`src/rtl/mdio_peripheral_ctrl_if.sv`:
```
// mdio_peripheral_ctrl_if
// Purpose: bundles the MDIO serial pins and the register-file port of the
//          Clause-22 MDIO peripheral sequencer.
// Signals:
//   mdc, mdio_in      host management clock and serial data (host -> peripheral)
//   mdio_out, mdio_oe serial read data and its output enable (peripheral -> host)
//   addr, wr_data     register-file address and write data
//   wr_stb            one-clk register-file write strobe
//   rd_data           register-file read data, combinational on addr
//   busy, frame_err   frame-in-progress flag and malformed-frame pulse
// Modports: slave = peripheral side, master = host / register-file side.
interface mdio_peripheral_ctrl_if;
   logic        mdc;
   logic        mdio_in;
   logic        mdio_out;
   logic        mdio_oe;
   logic [4:0]  addr;
   logic [15:0] wr_data;
   logic        wr_stb;
   logic [15:0] rd_data;
   logic        busy;
   logic        frame_err;

   modport slave (
      input  mdc, mdio_in, rd_data,
      output mdio_out, mdio_oe, addr, wr_data, wr_stb, busy, frame_err
   );

   modport master (
      output mdc, mdio_in, rd_data,
      input  mdio_out, mdio_oe, addr, wr_data, wr_stb, busy, frame_err
   );
endinterface

```
`src/rtl/mdio_peripheral_ctrl.sv`:
```
// mdio_peripheral_ctrl
// Purpose: decodes Clause-22 MDIO frames sampled from MDC/MDIO_IN on the system
//          clock, drives register-file writes and serialises read data back.
//          clk must run at least 4x MDC.
// Ports:
//   i_clk    system clock, rising edge
//   i_rst_n  asynchronous active-low reset
//   io_bus   slave modport: MDIO pins and register-file port
module mdio_peripheral_ctrl #(
   parameter logic [4:0]  PHY_ADDR     = 5'd0,
   parameter int unsigned PREAMBLE_LEN = 32
) (
   input logic                   i_clk,
   input logic                   i_rst_n,
   mdio_peripheral_ctrl_if.slave io_bus
);

   localparam int unsigned PreW = $clog2(PREAMBLE_LEN + 1);
   localparam logic [PreW-1:0] PreMax = PreW'(PREAMBLE_LEN);

   typedef enum logic [2:0] {
      StIdle, StSt2, StOp, StPhyad, StRegad, StTa, StData
   } state_t;

   state_t          r_state;
   logic [2:0]      r_mdc_sync;   // [1:0] synchroniser, [2] previous sample
   logic [1:0]      r_mdio_sync;
   logic [PreW-1:0] r_pre_cnt;
   logic [4:0]      r_cnt;
   logic [15:0]     r_shift;
   logic            r_is_read;
   logic            r_match;
   logic            r_ta0;
   logic            r_mdio_out;
   logic            r_mdio_oe;
   logic [4:0]      r_addr;
   logic [15:0]     r_wr_data;
   logic            r_wr_stb;
   logic            r_frame_err;

   logic            w_bit;
   logic            w_din;
   logic [15:0]     w_shift_in;

   assign w_bit      = r_mdc_sync[1] & ~r_mdc_sync[2];
   assign w_din      = r_mdio_sync[1];
   assign w_shift_in = {r_shift[14:0], w_din};

   always_ff @(posedge i_clk or negedge i_rst_n) begin
      if (!i_rst_n) begin
         r_state     <= StIdle;
         r_mdc_sync  <= '0;
         r_mdio_sync <= '0;
         r_pre_cnt   <= '0;
         r_cnt       <= '0;
         r_shift     <= '0;
         r_is_read   <= 1'b0;
         r_match     <= 1'b0;
         r_ta0       <= 1'b0;
         r_mdio_out  <= 1'b0;
         r_mdio_oe   <= 1'b0;
         r_addr      <= '0;
         r_wr_data   <= '0;
         r_wr_stb    <= 1'b0;
         r_frame_err <= 1'b0;
      end else begin
         r_mdc_sync  <= {r_mdc_sync[1:0], io_bus.mdc};
         r_mdio_sync <= {r_mdio_sync[0], io_bus.mdio_in};
         r_wr_stb    <= 1'b0;
         r_frame_err <= 1'b0;
         if (w_bit) begin
            // Every field is collected MSB first through the shared shift register.
            r_shift <= w_shift_in;
            r_cnt   <= r_cnt + 5'd1;
            case (r_state)
               StIdle: begin
                  r_cnt <= '0;
                  if (w_din) begin
                     if (r_pre_cnt != PreMax) r_pre_cnt <= r_pre_cnt + 1'b1;
                  end else begin
                     r_pre_cnt <= '0;
                     if (r_pre_cnt == PreMax) r_state <= StSt2;
                  end
               end
               StSt2: begin
                  r_cnt <= '0;
                  if (w_din) begin
                     r_state <= StOp;
                  end else begin
                     r_frame_err <= 1'b1;
                     r_state     <= StIdle;
                  end
               end
               StOp: begin
                  if (r_cnt == 5'd1) begin
                     r_cnt <= '0;
                     case (w_shift_in[1:0])
                        2'b01: begin
                           r_is_read <= 1'b0;
                           r_state   <= StPhyad;
                        end
                        2'b10: begin
                           r_is_read <= 1'b1;
                           r_state   <= StPhyad;
                        end
                        default: begin
                           r_frame_err <= 1'b1;
                           r_state     <= StIdle;
                        end
                     endcase
                  end
               end
               StPhyad: begin
                  if (r_cnt == 5'd4) begin
                     r_cnt   <= '0;
                     r_match <= (w_shift_in[4:0] == PHY_ADDR);
                     r_state <= StRegad;
                  end
               end
               StRegad: begin
                  if (r_cnt == 5'd4) begin
                     r_cnt   <= '0;
                     if (r_match) r_addr <= w_shift_in[4:0];
                     r_state <= StTa;
                  end
               end
               StTa: begin
                  if (r_cnt == 5'd0) begin
                     r_ta0 <= w_din;
                  end else begin
                     r_cnt   <= '0;
                     r_state <= StData;
                     if (r_is_read) begin
                        if (r_match) begin
                           // ADDR settled at the end of REGAD, so RD_DATA is valid here.
                           r_mdio_oe  <= 1'b1;
                           r_mdio_out <= 1'b0;
                           r_shift    <= io_bus.rd_data;
                        end
                     end else if (r_match && !(r_ta0 && !w_din)) begin
                        r_frame_err <= 1'b1;
                        r_state     <= StIdle;
                     end
                  end
               end
               StData: begin
                  if (r_is_read && r_match) begin
                     // 16 shift-out events plus one release event.
                     if (r_cnt == 5'd16) begin
                        r_cnt      <= '0;
                        r_mdio_oe  <= 1'b0;
                        r_mdio_out <= 1'b0;
                        r_state    <= StIdle;
                     end else begin
                        r_mdio_out <= r_shift[15];
                        r_shift    <= {r_shift[14:0], 1'b0};
                     end
                  end else if (r_cnt == 5'd15) begin
                     r_cnt   <= '0;
                     r_state <= StIdle;
                     if (!r_is_read && r_match) begin
                        r_wr_data <= w_shift_in;
                        r_wr_stb  <= 1'b1;
                     end
                  end
               end
               default: begin
                  r_cnt   <= '0;
                  r_state <= StIdle;
               end
            endcase
         end
      end
   end

   assign io_bus.mdio_out  = r_mdio_out;
   assign io_bus.mdio_oe   = r_mdio_oe;
   assign io_bus.addr      = r_addr;
   assign io_bus.wr_data   = r_wr_data;
   assign io_bus.wr_stb    = r_wr_stb;
   assign io_bus.busy      = (r_state != StIdle);
   assign io_bus.frame_err = r_frame_err;

endmodule

```
`src/flat_wrapper.sv`:
```
// flat-port wrapper written by rule: the top's interface ports become plain ports
module mdio_peripheral_ctrl_flat 
#(
   parameter logic [4:0]  PHY_ADDR     = 5'd0,
   parameter int unsigned PREAMBLE_LEN = 32
)
  (i_clk, i_rst_n, io_bus_mdc, io_bus_mdio_in, io_bus_rd_data, io_bus_mdio_out, io_bus_mdio_oe, io_bus_addr, io_bus_wr_data, io_bus_wr_stb, io_bus_busy, io_bus_frame_err);
  mdio_peripheral_ctrl_if io_bus_i ();
  input logic i_clk;
  input logic i_rst_n;
  input wire logic [$bits(io_bus_i.mdc)-1:0] io_bus_mdc;
  input wire logic [$bits(io_bus_i.mdio_in)-1:0] io_bus_mdio_in;
  input wire logic [$bits(io_bus_i.rd_data)-1:0] io_bus_rd_data;
  output wire logic [$bits(io_bus_i.mdio_out)-1:0] io_bus_mdio_out;
  output wire logic [$bits(io_bus_i.mdio_oe)-1:0] io_bus_mdio_oe;
  output wire logic [$bits(io_bus_i.addr)-1:0] io_bus_addr;
  output wire logic [$bits(io_bus_i.wr_data)-1:0] io_bus_wr_data;
  output wire logic [$bits(io_bus_i.wr_stb)-1:0] io_bus_wr_stb;
  output wire logic [$bits(io_bus_i.busy)-1:0] io_bus_busy;
  output wire logic [$bits(io_bus_i.frame_err)-1:0] io_bus_frame_err;
  assign io_bus_i.mdc = io_bus_mdc;
  assign io_bus_i.mdio_in = io_bus_mdio_in;
  assign io_bus_i.rd_data = io_bus_rd_data;
  assign io_bus_mdio_out = io_bus_i.mdio_out;
  assign io_bus_mdio_oe = io_bus_i.mdio_oe;
  assign io_bus_addr = io_bus_i.addr;
  assign io_bus_wr_data = io_bus_i.wr_data;
  assign io_bus_wr_stb = io_bus_i.wr_stb;
  assign io_bus_busy = io_bus_i.busy;
  assign io_bus_frame_err = io_bus_i.frame_err;
  mdio_peripheral_ctrl #(.PHY_ADDR(PHY_ADDR), .PREAMBLE_LEN(PREAMBLE_LEN)) u_core (.i_clk(i_clk), .i_rst_n(i_rst_n), .io_bus(io_bus_i));
endmodule
```
`config.mk`:
```
export PLATFORM = sky130hd
export DESIGN_NAME = mdio_peripheral_ctrl_flat
export DESIGN_NICKNAME = d
export VERILOG_FILES = /design/src/rtl/mdio_peripheral_ctrl_if.sv /design/src/rtl/mdio_peripheral_ctrl.sv /design/src/flat_wrapper.sv
export SDC_FILE = /design/constraint.sdc
export NUM_CORES = 1
export LEC_CHECK = 0
export CORE_UTILIZATION = 60
export CTS_BUF_LIST = sky130_fd_sc_hd__clkbuf_8
export CTS_CLUSTER_DIAMETER = 50
export DETAILED_ROUTE_END_ITERATION = 16
export PLACE_DENSITY = 0.92
export SLEW_MARGIN = 20
export SYNTH_ARGS = -nofsm -noshare
export SYNTH_HDL_FRONTEND = slang
export SYNTH_SLANG_ARGS = --single-unit
```
`constraint.sdc`:
```
create_clock -name i_clk -period 3.4 [get_ports i_clk]
set_input_delay 0.68 -clock i_clk [delete_from_list [all_inputs] [get_ports i_clk]]
set_output_delay 0.68 -clock i_clk [all_outputs]
set_load 0.02 [all_outputs]
```
* After elaboration in Yosys (flattened, before gate mapping)
Index checks and enable logic that the tools add are counted.
Word-level totals: input port bits 20, flip-flop bits (word level) 63, logic and storage cells 126, output and inout port bits 26
Cells by class: equality and inequality tests 27, bitwise gates (word level) 3, $add $sub $neg 2, reductions and logical operators 24, muxes and demuxes 55
Operator list (count):
- 2-to-1 mux 16 bit | 3
- 2-to-1 mux 3 bit | 11
- one-hot mux 16 bit (2 select lines) | 1
- 2-to-1 mux 5 bit | 6
- 2-to-1 mux 1 bit | 24
- one-hot mux 3 bit (7 select lines) | 1
- one-hot mux 5 bit (4 select lines) | 1
- inequality test 2 x 1 -> 1 bit (second input constant) | 8
- 2-to-1 mux 6 bit | 2
- logical NOT 5 bit | 2
- == test 3 bit (second input constant) | 3
- AND reduction 3 bit | 3
- AND reduction 9 bit | 1
- AND reduction 4 bit | 2
- AND reduction 7 bit | 1
- adder 6 x 1 -> 6 bit (second input constant) | 1
- == test 3 x 2 -> 1 bit (second input constant) | 2
- == test 6 bit (second input constant) | 1
- inequality test 2 bit (second input constant) | 3
- inequality test 6 bit (second input constant) | 1
- one-hot mux 1 bit (2 select lines) | 3
- AND reduction 6 bit | 1
- adder 5 x 1 -> 5 bit (second input constant) | 1
- == test 5 x 1 -> 1 bit (second input constant) | 1
- other kinds (19) | 28

* Depth between registers and ports, before layout
Gate-level depths: netlist (run 1).
word-level depth 9, depth in mapped cells 9, depth with buffers taken out 7

* Worst setup path before layout (run 1)
No wires, ideal clock.
path type flip-flop to flip-flop, start point register u_core.r_cnt[0], end point register u_core.r_state[0], path slack 1.378 ns, path buffers 0, setup time 0.125 ns, data arrival time 1.897 ns, stages on the path, launching flop included 8, cells stage by stage dfrtp_1 -> inv_1 -> ha_1 -> nand2_1 -> o311a_2 -> nor3_2 -> nor4b_4 -> mux2_4
Between the ends: word-level cells in the longest chain between the ends 3, elaborated cells between the ends (all ways) 12
RTL lines:
- from (decl) | line mdio_peripheral_ctrl.sv:29 | logic [4:0] r_cnt;
- from (signal assigned) | line mdio_peripheral_ctrl.sv:74 | r_cnt <= r_cnt + 5'd1;
- == test 5 bit, or another cell as far along | line mdio_peripheral_ctrl.sv:149 | if (r_cnt == 5'd16) begin
- inequality test 3 bit (no source line), or another cell as far along
- AND reduction 9 bit (no source line) (*)
- to (signal assigned) | line mdio_peripheral_ctrl.sv:153 | r_state <= StIdle;
- to (signal assigned) | line mdio_peripheral_ctrl.sv:160 | r_state <= StIdle;
- to (signal assigned) | line mdio_peripheral_ctrl.sv:169 | r_state <= StIdle;
- to (decl) | line mdio_peripheral_ctrl.sv:25 | state_t r_state;
Mark *: on every way between the ends. The rest lies on a longest branch, timed or not. A chain may end at the register's enable or synchronous reset.

* Worst setup path after layout (run 1)
start point register u_core.r_state[0], end point output io_bus_busy
Between the ends: word-level cells in the longest chain between the ends 1
RTL lines:
- from (signal assigned) | line mdio_peripheral_ctrl.sv:51 | r_state <= StIdle;
- from (signal assigned) | line mdio_peripheral_ctrl.sv:82 | if (r_pre_cnt == PreMax) r_state <= StSt2;
- from (signal assigned) | line mdio_peripheral_ctrl.sv:88 | r_state <= StOp;
- nonzero test 3 bit | line mdio_peripheral_ctrl.sv:181 | assign io_bus.busy = (r_state != StIdle);
- to (decl) | line flat_wrapper.sv:19 | output wire logic [$bits(io_bus_i.busy)-1:0] io_bus_busy;
No other way between the ends.

==> metrics, run 1 <==
syn nets=305; Vias/cell=5.79; Tmin final=2550 ps; Worst R2R Start=u_core.r_cnt[0]$_DFFE_PN0P_; cts repair resizes=0; postcts setup bufs=0; Async S/R FF share, synth=100%; Worst Setup End Kind=primary output; CP Data Arrival Time=1870 ps; CP Max Fanout=15; final setup vio count=0; top-count cell post-synth=dfrtp_1; EDFF count, synth=0; root buffer cell=clkbuf_8; DRC viols=0; syn avg cell area=11.5 um^2; IO Port Bufs=45; maximum vdd drop=0.000386 V; vias=2274; Core ar.=5110 um^2; status=finished clean; total congestion overflow=0; FF-to-FF End=u_core.io_bus.wr_data[12]$_DFFE_PN0P_; H-tree levels=3; clock insertion delay at the later pin of the skew report=350 ps; synth warn=0; ANT nets after route=0; P&R area growth vs syn=19.3%; sequential element share of the synthesized area=49.7%; CP Class=reg -> out; # hold bufs at CTS=0; Max Cap Violations=0; clock buffer depth=2; gpl congestion=0.886; Slew Limit Headroom=40.8%; post-synthesis cell area=3170 um^2; Crit. Startpoint=u_core.r_state[0]$_DFFE_PN0P_; predominant post-synthesis flop cell=dfrtp_1; clock skew=7.85 ps; top cells by count, synth=dfrtp_1 (63), nand2_1 (28), o21ai_0 (24); fraction of layout cells with a size suffix above 1=19.2%; R2R setup slack=990 ps; Worst Setup Start Kind=flop; Seq cells post-synth=63; pwr dens=421 nW/um^2; final core utilization=74.2%; Final HPWL DP=4.45 mm; Critical Path End=io_bus_busy; max-slew violation count=0; top post-synthesis cells by area=dfrtp_1 (50%), mux2_2 (7.8%), mux2i_1 (5.4%); Tcrit/Tclk final=74.9%; die area=5590 um^2; RSZ-0062 raised after global routing=no; DR pass1 iterations=6; final hold viol count=0; initial antenna violation count=0; Tot Pwr=1.60 mW; Initial Util=62.2%; first-pass GRT wire length=10.7 mm; Synth cell types=59; GRT Total Usage=26.3%; Synth area leader=dfrtp_1; setup TNS=0 ps; TritonCTS clock tree=done; Final nets=349; CTS Sinks=63; area post-placement=3620 um^2; Die W=74.7 um; fmax=392 MHz; vias in the first global route=2259; Worst EP required=2720 ps; Hold WC Path Type=in -> async; DRT iter0 DRCs=209; Top Ports=46; Reg2Reg Depth=6; fin area=3790 um^2; Leak=1.65 nW; post-synth top area share=49.7%; Routed WL=6.59 mm; Avg WL per Cell=16.8 um; clock buffer count from CTS=9; ant diodes=0; pin count of the biggest net entering global routing=41; Die H=74.7 um; Slew @ Worst Pin=887 ps; Gate Count Post-Synth=275; CTS clock-pin slew for the worst setup and hold paths=70 ps; # rows=26
[metal layers]
layer	vias up	track usage, %	wire (um)
met5	-	0	0
met4	0	11.1	158
met1	1091	34.7	2840
met3	16	8.30	445
li1	1072	-	-
met2	95	40.4	3140
[where the power goes]
part	leakage (nW)	total (mW)	internal (mW)	switching, mW
Sequential	0.845	0.868	0.806	0.0611
Clock	0.0845	0.576	0.280	0.297
Combinational	0.724	0.152	0.0767	0.0755
[registers in the layout, indices dropped and copies added (netlist names), 2 cells and up]
register and count:
u_core.io_bus.addr 5, u_core.io_bus.wr_data 16, u_core.r_cnt 5, u_core.r_mdc_sync 3, u_core.r_mdio_sync 2, u_core.r_pre_cnt 6
u_core.r_shift 16, u_core.r_state 3
[worst min-delay path by stage]
stage	startpoint	end	depth (start not counted)
2_1_floorplan	u_core.r_mdc_sync[0]$_DFF_PN0_	u_core.r_mdc_sync[1]$_DFF_PN0_	0
3_3_place_gp	u_core.r_mdc_sync[0]$_DFF_PN0_	u_core.r_mdc_sync[1]$_DFF_PN0_	0
3_5_place_dp	u_core.r_mdio_sync[0]$_DFF_PN0_	u_core.r_mdio_sync[1]$_DFF_PN0_	0
4_1_cts	i_rst_n	u_core.r_pre_cnt[0]$_DFFE_PN0P_	1
5_1_grt	u_core.r_mdc_sync[0]$_DFF_PN0_	u_core.r_mdc_sync[1]$_DFF_PN0_	0
6_report	i_rst_n	u_core.r_pre_cnt[0]$_DFFE_PN0P_	1
[metrics by stage]
stage                     cells  hold slack (ps)  setup WS (ps)
after floorplan             275              331           1380
after global placement      378              331           1170
after detailed placement    378              336           1080
after CTS                   393              352            848
after global routing        393              373            785
final                       393              343            852
[cell families after synthesis]
kind of cell / Yosys count / synth area share, %
mux: 41 / 14.1
fa+ha+maj: 10 / 3.94
flops: 63 / 49.7
simple gates: 76 / 14.9
compound gates: 56 / 11.6
buf+inv: 26 / 4.89
xor+xnor: 3 / 0.828
[placed cells by master, fill, tap and decap left out, drive strengths merged, types with 2 or more instances in the layout]
cell / instances
o21ai: 25
or3: 3
clkbuf: 10
ha: 10
or2: 2
or4b: 2
a21oi: 8
nor3: 5
o22ai: 2
and3b: 2
clkinvlp: 2
clkdlybuf4s50: 44
nor4b: 2
mux2: 24
xor2: 2
clkinv: 2
a211o: 2
nand2: 28
dfrtp: 63
nand2b: 6
inv: 12
a22o: 8
nand3: 7
mux2i: 17
buf: 4
nor2: 5
nand3b: 3
[area by class of cell]
type	count	area (um^2)
clock buffer	10	138
clock inverter	5	33.8
fill	334	1320
inverter	11	41.3
multi-input combinational	186	1440
sequential	63	1580
tap	70	87.6
timing repair buffer	48	468
[critical path, stage by stage, from the launching register on]
cell and delay, ps:
dfrtp_1 540, or3_4 450, clkdlybuf4s50_1 540
(Power assumes the default switching activity.)
==> run 2: changes to the inputs <==
--- a/config.mk
+++ b/config.mk
@@ -5,11 +5,11 @@
 export SDC_FILE = /design/constraint.sdc
 export NUM_CORES = 1
 export LEC_CHECK = 0
-export CORE_UTILIZATION = 60
+export CORE_UTILIZATION = 51
 export CTS_BUF_LIST = sky130_fd_sc_hd__clkbuf_8
 export CTS_CLUSTER_DIAMETER = 50
 export DETAILED_ROUTE_END_ITERATION = 16
-export PLACE_DENSITY = 0.92
+export PLACE_DENSITY = 0.84
 export SLEW_MARGIN = 20
 export SYNTH_ARGS = -nofsm -noshare
 export SYNTH_HDL_FRONTEND = slang
==> constraint.sdc (replaced) <==
create_clock -name i_clk -period 2.2 [get_ports i_clk]
set_input_delay 0.44 -clock i_clk [delete_from_list [all_inputs] [get_ports i_clk]]
set_output_delay 0.44 -clock i_clk [all_outputs]
set_load 0.02 [all_outputs]
==> run 2 against run 1 <==
Critical path depth increased by 5. Setup slack got worse by 810 ps. Via count increased by 1.1%.
==> metrics, run 2 (synthesis gave the netlist of run 1 again) <==
status=finished clean; # hold bufs at CTS=0; # rows=28; Max stage delay on crit path=400 ps; H-tree levels=3; CP Data Arrival Time=2430 ps; switching power=660 uW; GRT Total Usage=21.9%; Logic pwr share=9.3%; Final HPWL DP=4.55 mm; clock buffer depth=2; initial antenna violation count=0; P&R area growth vs syn=24.9%; vias=2300; most frequent cells in the layout=dfrtp_1 (60), clkdlybuf4s50_1 (43), nand2_1 (28); CP Class=reg -> reg; CP Max Fanout=4; maximum vdd drop=0.000486 V; Max Cap Violations=0; gpl congestion=0.869; fmax=464 MHz; crit-path cells=buf_4, ha_1, and3_2, ha_1, or3_1, a21oi_1, mux2_2; fraction of layout cells with a size suffix above 1=23.2%; Tmin final=2160 ps; CTS Sinks=63; pin count of the biggest net entering global routing=36; DR pass1 iterations=4; Pint=1.95 mW; pwr dens=659 nW/um^2; ANT nets after route=0; Worst Setup Start Kind=flop; Tcrit/Tclk final=98.0%; ant diodes=0; sequential share of power=51.1%; most common cell after layout, fill and taps aside=dfrtp_1; DRC viols=0; clock buffer count from CTS=9; total congestion overflow=0; FILL cells=458; Routed WL=6.66 mm; max-slew violation count=0; Clock power frac=39.6%; final core utilization=66.6%; Final nets=361; clock skew=7.75 ps; IO Port Bufs=45; final setup vio count=0; Slew Limit Headroom=55.3%; CTS clock-pin slew for the worst setup and hold paths=70 ps; Vias/cell=5.60; TritonCTS clock tree=done; vias in the first global route=2185; Slew @ Worst Pin=670 ps; most frequent CP cell=ha_1; Sequential cell area=1580 um^2; Top Ports=46; Worst EP required=2470 ps; RSZ-0062 raised after global routing=yes; Die H=80.9 um; DRT iter0 DRCs=138; root buffer cell=clkbuf_8; first-pass GRT wire length=10.7 mm; area of the multi-input gates=1460 um^2; die area=6540 um^2; Die W=80.9 um; Core ar.=5960 um^2; final hold viol count=0; Worst Setup End Kind=flop; Initial Util=53.3%; final hold slack=140 ps; Avg WL per Cell=16.2 um; Hold WC Path Type=in -> async; Leak=1.75 nW; switching part of the total=25.3%; slowest stage cell, crit path=dfrtp_1; clock insertion delay at the later pin of the skew report=330 ps
-- run 2: changes by cell type in the layout (fill, tap and decap cells not counted), moves of 2 or more --
cell / before / now
dfrtp_1: 63 / 60
dfrtp_2: 0 / 3
buf_4: 3 / 13
buf_12: 0 / 2
-- run 2: final timing paths --
check | cells after the start | to | start | slack [ps]
max | 7 | u_core.r_cnt[0]$_DFFE_PN0P_ | u_core.r_cnt[0]$_DFFE_PN0P_ | 40
min | 1 | u_core.io_bus.frame_err$_DFF_PN0_ | i_rst_n | 140
max reg2reg | 7 | u_core.r_cnt[0]$_DFFE_PN0P_ | u_core.r_cnt[0]$_DFFE_PN0P_ | 40
min reg2reg | 0 | u_core.r_mdc_sync[1]$_DFF_PN0_ | u_core.r_mdc_sync[0]$_DFF_PN0_ | 350
max in group asynchronous | 2 | u_core.r_ta0$_DFFE_PN0P_ | i_rst_n | 1420
min in group i_clk | 0 | u_core.r_mdc_sync[1]$_DFF_PN0_ | u_core.r_mdc_sync[0]$_DFF_PN0_ | 350
-- run 2: final cells by class --
class / instances / area share, %
tap: 75 / 2.37
sequential: 63 / 39.9
inverter: 11 / 1.04
timing repair buffer: 60 / 14.7
clock inverter: 5 / 1.42
multi-input combinational: 186 / 36.8
clock buffer: 11 / 3.82
-- run 2: critical path, delay by kind of cell (launching register included) --
family | cells | cell delay, ps
AOI/OAI and AO/OA | 1 | 340
adders and majority gates | 2 | 410
buffers and inverters | 1 | 150
and+or+nand+nor | 2 | 580
muxes | 1 | 230
DFF | 1 | 400
-- run 2: through the flow --
stage | worst slack, ps | TNS, ps | total power, mW | instances | area [um^2]
after floorplan | 178 | 0 | 1.48 | 275 | 3170
after global placement | 90.5 | 0 | 1.58 | 391 | 3690
after detailed placement | -0.961 | -0.961 | 1.60 | 391 | 3690
after CTS | 27.8 | 0 | 2.63 | 408 | 3910
after global routing | -51.2 | -127 | 2.73 | 411 | 3960
final | 43.3 | 0 | 2.61 | 411 | 3960
-- run 2: routing by layer --
metal	vias up	global-route usage [%]	wire [um]
met5	-	0	0
met4	0	10.2	85
met3	9	3.93	252
met2	59	33.5	3290
met1	1137	30.1	3030
li1	1095	-	-
-- run 2: power by group through the flow --
stage / logic [mW] / registers (mW) / clock network, mW
final: 0.243 / 1.34 / 1.03
after global routing: 0.280 / 1.35 / 1.10
after CTS: 0.246 / 1.33 / 1.05
after detailed placement: 0.244 / 1.35 / 0
after global placement: 0.231 / 1.35 / 0
after floorplan: 0.151 / 1.33 / 0
-- run 2: what timing repair did --
item	in CTS	in global routing
endpoints found under the setup margin	2	12
resized for setup	4	2
buffers inserted	1	3
pin swaps	0	1
